**config.mk**
```make
export PLATFORM = sky130hd
export DESIGN_NAME = pwm_duty_ramp
export DESIGN_NICKNAME = d
export VERILOG_FILES = /design/src/rtl/pwm_pkg.sv /design/src/rtl/ramp_tick_gen.sv /design/src/rtl/pwm_duty_ramp.sv
export SDC_FILE = /design/constraint.sdc
export NUM_CORES = 1
export LEC_CHECK = 0
export CAP_MARGIN = 20
export CORE_UTILIZATION = 40
export CTS_CLUSTER_DIAMETER = 60
export DETAILED_ROUTE_END_ITERATION = 10
export SLEW_MARGIN = 40
export SYNTH_ARGS = -nofsm -noshare
export SYNTH_HDL_FRONTEND = slang
export SYNTH_SLANG_ARGS = --single-unit
```
**constraint.sdc**
```tcl
create_clock -name clk -period 4.3 [get_ports clk]
set_clock_uncertainty 0.2 [all_clocks]
set_input_delay 0.86 -clock clk [delete_from_list [all_inputs] [get_ports clk]]
set_output_delay 0.86 -clock clk [all_outputs]
set_load 0.02 [all_outputs]
```
**src/rtl/pwm_pkg.sv**
```systemverilog
// Shared definitions for the PWM duty path: duty width, step width,
// ramp state type and the step-normalisation helper.
package pwm_pkg;

    localparam int DUTY_W = 8;
    localparam int STEP_W = 4;

    typedef enum logic [1:0] {
        IDLE      = 2'd0,
        RAMP_UP   = 2'd1,
        RAMP_DOWN = 2'd2
    } pwm_state_e;

    // A requested step of zero would stall a ramp forever, so it moves by one.
    function automatic logic [STEP_W-1:0] eff_step(input logic [STEP_W-1:0] stp);
        if (stp == STEP_W'(0)) begin
            return STEP_W'(1);
        end else begin
            return stp;
        end
    endfunction

endpackage

```
**src/rtl/ramp_tick_gen.sv**
```systemverilog
// Ramp prescaler: counts 0..TICK_DIV-1 while run is high and flags the
// last count as a tick. clear restarts the count from zero.
module ramp_tick_gen #(
    parameter int TICK_DIV = 256,
    parameter int TICK_W   = 16
) (
    input  logic clk,
    input  logic rst_n,
    input  logic clear,
    input  logic run,
    output logic tick
);

    localparam logic [TICK_W-1:0] LAST = TICK_W'(TICK_DIV - 1);

    logic [TICK_W-1:0] r_count;

    // Prescaler count: clear wins, otherwise advance and wrap only while running.
    always_ff @(posedge clk or negedge rst_n) begin
        if (!rst_n) begin
            r_count <= {TICK_W{1'b0}};
        end else if (clear) begin
            r_count <= {TICK_W{1'b0}};
        end else if (run) begin
            if (r_count == LAST) begin
                r_count <= {TICK_W{1'b0}};
            end else begin
                r_count <= r_count + TICK_W'(1);
            end
        end else begin
            r_count <= r_count;
        end
    end

    assign tick = run && !clear && (r_count == LAST);

endmodule

```
**src/rtl/pwm_duty_ramp.sv**
```systemverilog
// Duty ramp placed between the SPI register bank's duty output and the
// PWM peripheral's duty input. With ramp_en high the delivered duty walks
// toward target_duty by at most one step per prescaler tick; with ramp_en
// low the target passes straight through on the next clock.
module pwm_duty_ramp
    import pwm_pkg::*;
#(
    parameter int TICK_DIV = 256,
    parameter int TICK_W   = 16
) (
    input  logic              clk,
    input  logic              rst_n,
    input  logic [DUTY_W-1:0] target_duty,
    input  logic              ramp_en,
    input  logic [STEP_W-1:0] step,
    output logic [DUTY_W-1:0] pwm_duty_cycle,
    output logic              busy,
    output logic              done
);

    pwm_state_e        r_state;
    logic [DUTY_W-1:0] r_duty;
    logic              r_busy;
    logic              r_done;

    pwm_state_e        w_state_nxt;
    logic [DUTY_W-1:0] w_duty_nxt;
    logic              w_done_nxt;
    logic              w_busy_nxt;
    logic              w_clear;
    logic              w_run;
    logic              w_tick;
    logic [STEP_W-1:0] w_step;
    logic [DUTY_W:0]   w_up_sum;
    logic signed [DUTY_W:0] w_dn_diff;
    logic [DUTY_W-1:0] w_up_duty;
    logic [DUTY_W-1:0] w_dn_duty;
    logic [DUTY_W-1:0] w_step_duty;
    logic              w_want_up;
    logic              w_want_dn;

    assign w_run  = (r_state != IDLE);
    assign w_step = eff_step(step);

    ramp_tick_gen #(
        .TICK_DIV (TICK_DIV),
        .TICK_W   (TICK_W)
    ) u_tick (
        .clk   (clk),
        .rst_n (rst_n),
        .clear (w_clear),
        .run   (w_run),
        .tick  (w_tick)
    );

    // Step arithmetic is one bit wider than the duty so it can neither wrap
    // past 255 nor below 0; the result is clamped to the target.
    assign w_up_sum    = {1'b0, r_duty} + {{(DUTY_W + 1 - STEP_W){1'b0}}, w_step};
    assign w_dn_diff   = $signed({1'b0, r_duty}) - $signed({{(DUTY_W + 1 - STEP_W){1'b0}}, w_step});
    assign w_up_duty   = (w_up_sum > {1'b0, target_duty}) ? target_duty : w_up_sum[DUTY_W-1:0];
    assign w_dn_duty   = (w_dn_diff < $signed({1'b0, target_duty})) ? target_duty : w_dn_diff[DUTY_W-1:0];
    assign w_want_up   = (target_duty > r_duty);
    assign w_want_dn   = (target_duty < r_duty);
    assign w_step_duty = w_want_up ? w_up_duty : w_dn_duty;

    // Next-state, next-duty and completion decode; direction is re-judged
    // every cycle so a moving target is tracked without restarting the tick.
    always_comb begin
        w_state_nxt = r_state;
        w_duty_nxt  = r_duty;
        w_done_nxt  = 1'b0;
        w_clear     = 1'b0;
        if (!ramp_en) begin
            w_state_nxt = IDLE;
            w_duty_nxt  = target_duty;
            w_clear     = 1'b1;
        end else begin
            case (r_state)
                IDLE: begin
                    if (w_want_up) begin
                        w_state_nxt = RAMP_UP;
                        w_clear     = 1'b1;
                    end else if (w_want_dn) begin
                        w_state_nxt = RAMP_DOWN;
                        w_clear     = 1'b1;
                    end else begin
                        w_state_nxt = IDLE;
                    end
                end
                RAMP_UP, RAMP_DOWN: begin
                    if (!w_want_up && !w_want_dn) begin
                        w_state_nxt = IDLE;
                        w_done_nxt  = 1'b1;
                    end else if (w_tick) begin
                        w_duty_nxt = w_step_duty;
                        if (w_step_duty == target_duty) begin
                            w_state_nxt = IDLE;
                            w_done_nxt  = 1'b1;
                        end else begin
                            w_state_nxt = w_want_up ? RAMP_UP : RAMP_DOWN;
                        end
                    end else begin
                        w_state_nxt = w_want_up ? RAMP_UP : RAMP_DOWN;
                    end
                end
                default: begin
                    w_state_nxt = IDLE;
                    w_clear     = 1'b1;
                end
            endcase
        end
    end

    assign w_busy_nxt = (w_state_nxt != IDLE);

    // State and registered outputs; busy and done come straight from flops.
    always_ff @(posedge clk or negedge rst_n) begin
        if (!rst_n) begin
            r_state <= IDLE;
            r_duty  <= {DUTY_W{1'b0}};
            r_busy  <= 1'b0;
            r_done  <= 1'b0;
        end else begin
            r_state <= w_state_nxt;
            r_duty  <= w_duty_nxt;
            r_busy  <= w_busy_nxt;
            r_done  <= w_done_nxt;
        end
    end

    assign pwm_duty_cycle = r_duty;
    assign busy           = r_busy;
    assign done           = r_done;

endmodule
```
==> qor.yml <==
drt:
  met3WireLength_um: 378
  firstDrtPassIters: 4
  routed_wl_um: 8710
  drc: 0
  vias: 2897
  viasPerCell: 5.41
  wire_per_inst_um: 16.3
  ant_nets: 0
  m1WireLength_um: 4300
  first_iter_violations: 148
  met2_length_um: 3870
  top_layer: "met4"
cells_and_area:
  antenna_cells: 0
  fillCellCount: 625
  drive_gt1_share_pct: 30.3
  area_delta_synth_final_pct: 37.1
  nets: 491
  final_cell_area_um2: 4050
  stdcell_count: 535
worst_setup_path:
  end_kind: "flip-flop"
  crit_start: "step[0]"
  start_kind: "input port"
  critPathMaxFanout: 7
  reg2reg_slack_ps: 530
  ff2ff_path_depth: 14
  cp.arrival_ps: 4090
  worstSetupPathType: "in2reg"
  r2r-end: "pwm_duty_cycle[7]"
  r2r_start: "pwm_duty_cycle[1]"
  cp.required_ps: 4250
synth:
  synth_edf_count: 0
  synth_flop_cell: "dfrtp_1"
  synth_area_leaders: "dfrtp_1 (24%), ha_1 (14%), xnor2_1 (6.2%), nand2_1 (3.7%), o21ai_1 (3.4%)"
  netlist_instances: 344
  synthArstFlopShare_pct: 100
  avgSynthCellArea_um2: 8.59
  yosysSeqAreaShare_pct: 23.7
  synth_top_area_cell: "dfrtp_1"
  ys_top_cells_by_count: "ha_1 (34), nand2_1 (29), dfrtp_1 (28), inv_1 (25), xnor2_1 (21)"
  synth_fp_nets: 395
  yosys_warnings: 0
  synth_top_cell_area_share_pct: 23.7
  yosys.cell_types.count: 69
  synth_area_um2: 2960
  synth_seq_cells: 28
  synth.most_common_cell: "ha_1"
global_routing:
  grt_overflow: 0
  grt_pass1_wl_um: 14300
  antenna_found_initial: 0
  grt_use_total_pct: 24.2
  grt_pass1_vias: 2786
  grt_max_degree: 29
timing:
  slew_viol_final: 0
  hold_slack_ps: 307
  rsz0062_at_grt: "false"
  fmax_ghz: 0.242
  relSlewSlack_pct: 56.2
  fin_crit_sh_pct: 96.3
  finalSetupViolations: 0
  hold_viol_final: 0
  tightest_slew_ps: 657
  min_period_ps: 4140
clock_network:
  worstSkewPairLatency_ps: 280
  cts_sinks: 28
  path_clk_slew_ps: 100
  cts_tree: "built"
  cts_buffers: 3
  clk_path_buf_depth: 2
  htreeDepth: 1
  hold_buffers: 0
  cts_root_buf: "clkbuf_8"
placed_design:
  port_buffers: 24
  dp_hpwl_um: 6480
  gp_congestion: 0.944
  place_area_um2: 3650
  dp_cells: 505
flow_run:
  cap_violations: 0
floorplan:
  die_h_um: 88.0
  start_util_pct: 42.3
  die_w_um: 88.0
  die_area_um2: 7740
  fp-row-count: 30
  ios: 25
  core_area_um2: 6980
power_and_ir_drop:
  total_power_mw: 1.19
  p_leak_nw: 1.89
  worst_ir_drop_vdd_mv: 0.128
  power_density_nw_per_um2: 293
outcome:
  status: "finished, final reports clean"
min_path:
  hold_class: "reg2reg"
  whs_endpoint: "u_tick.r_count[0]"
  min-delay-start: "u_tick.r_count[0]"
  whs_path_depth: 1
==> layout make-up <==
type / instances / area, um2 / area share (%)
Timing Repair Buffer: 103 / 832 / 20.5
Inverter: 25 / 93.8 / 2.32
Sequential cell: 28 / 701 / 17.3
Clock buffer: 4 / 55.1 / 1.36
Multi-Input combinational cell: 279 / 2250 / 55.5
Tap cell: 96 / 120 / 2.96
==> worst max-delay path: stages <==
cell and delay [ps]:
dlygate4sd2_1 240, a31o_4 220, ha_4 160, buf_4 130, nor2b_4 130, o221ai_2 130, a211oi_2 320, inv_1 120
ha_1 290, and3_4 190, nand3_1 80, o31a_1 300, a211o_4 330, buf_4 150, o221a_1 230, o21ai_1 80
o221ai_1 130
==> cells in the final DEF (no fill, tap or decap), types with 10 or more instances in the layout <==
master and n:
nor2_1 18, ha_1 30, clkdlybuf4s50_1 20, dfrtp_1 28, buf_4 75, xnor2_1 20, o21ai_1 17, nand2_1 29
a21oi_1 11, o21ai_0 10, inv_1 21
==> through the flow <==
stage | setup WS [ps] | util [%] | TNS (ps)
final | 160 | 58.0 | 0
after global routing | 12.8 | 58.0 | 0
after CTS | 30.9 | 56.8 | 0
after detailed placement | -643 | 52.3 | -6380
after global placement | -595 | 52.3 | -5960
after floorplan | 126 | - | 0
==> where the power goes <==
| group | internal (mW) | switching [mW] | leakage, nW |
|---|---|---|---|
| Sequential | 0.281 | 0.0181 | 0.373 |
| Combinational | 0.370 | 0.354 | 1.48 |
| Clock | 0.0821 | 0.0833 | 0.0288 |
==> worst max path at each step <==
stage	end	slack [ps]	cells after the start
global placement	pwm_duty_cycle[1]	-590	17
CTS	pwm_duty_cycle[1]	30	18
floorplan	done	130	15
finish	pwm_duty_cycle[7]	160	17
global route	pwm_duty_cycle[2]	10	17
detailed placement	pwm_duty_cycle[1]	-640	17
==> flip-flops by register name, summed over array words and instances (netlist names) <==
signal,flops
r_state,2
pwm_duty_cycle,8
done,1
busy,1
u_tick.r_count,16
==> cells by family (layout without fill, tap and decap cells) <==
family / after synthesis / after routing / share of synthesized area [%]
adder cells (fa/ha/maj): 36 / 36 / 15.7
flip-flops: 28 / 28 / 23.7
multiplexers: 1 / 1 / 0.381
AO/OA/AOI/OAI: 104 / 104 / 26.0
XOR/XNOR: 31 / 31 / 9.90
AND/OR/NAND/NOR: 107 / 107 / 18.8
buffers and inverters: 37 / 132 / 5.42
==> routing by layer <==
| layer | vias up | track usage (%) |
|---|---|---|
| met4 | 0 | 5.07 |
| li1 | 1447 | - |
| met1 | 1359 | 35.6 |
| met3 | 16 | 3.02 |
| met2 | 75 | 37.7 |
| met5 | - | 0 |
==> timing repair <==
action / in CTS / in global routing
setup endpoints to repair: 12 / 12
resized for setup: 25 / 22
setup buffers: 24 / 2
pin swaps: 20 / 23
Note: power is estimated with default switching activity, not from simulation.
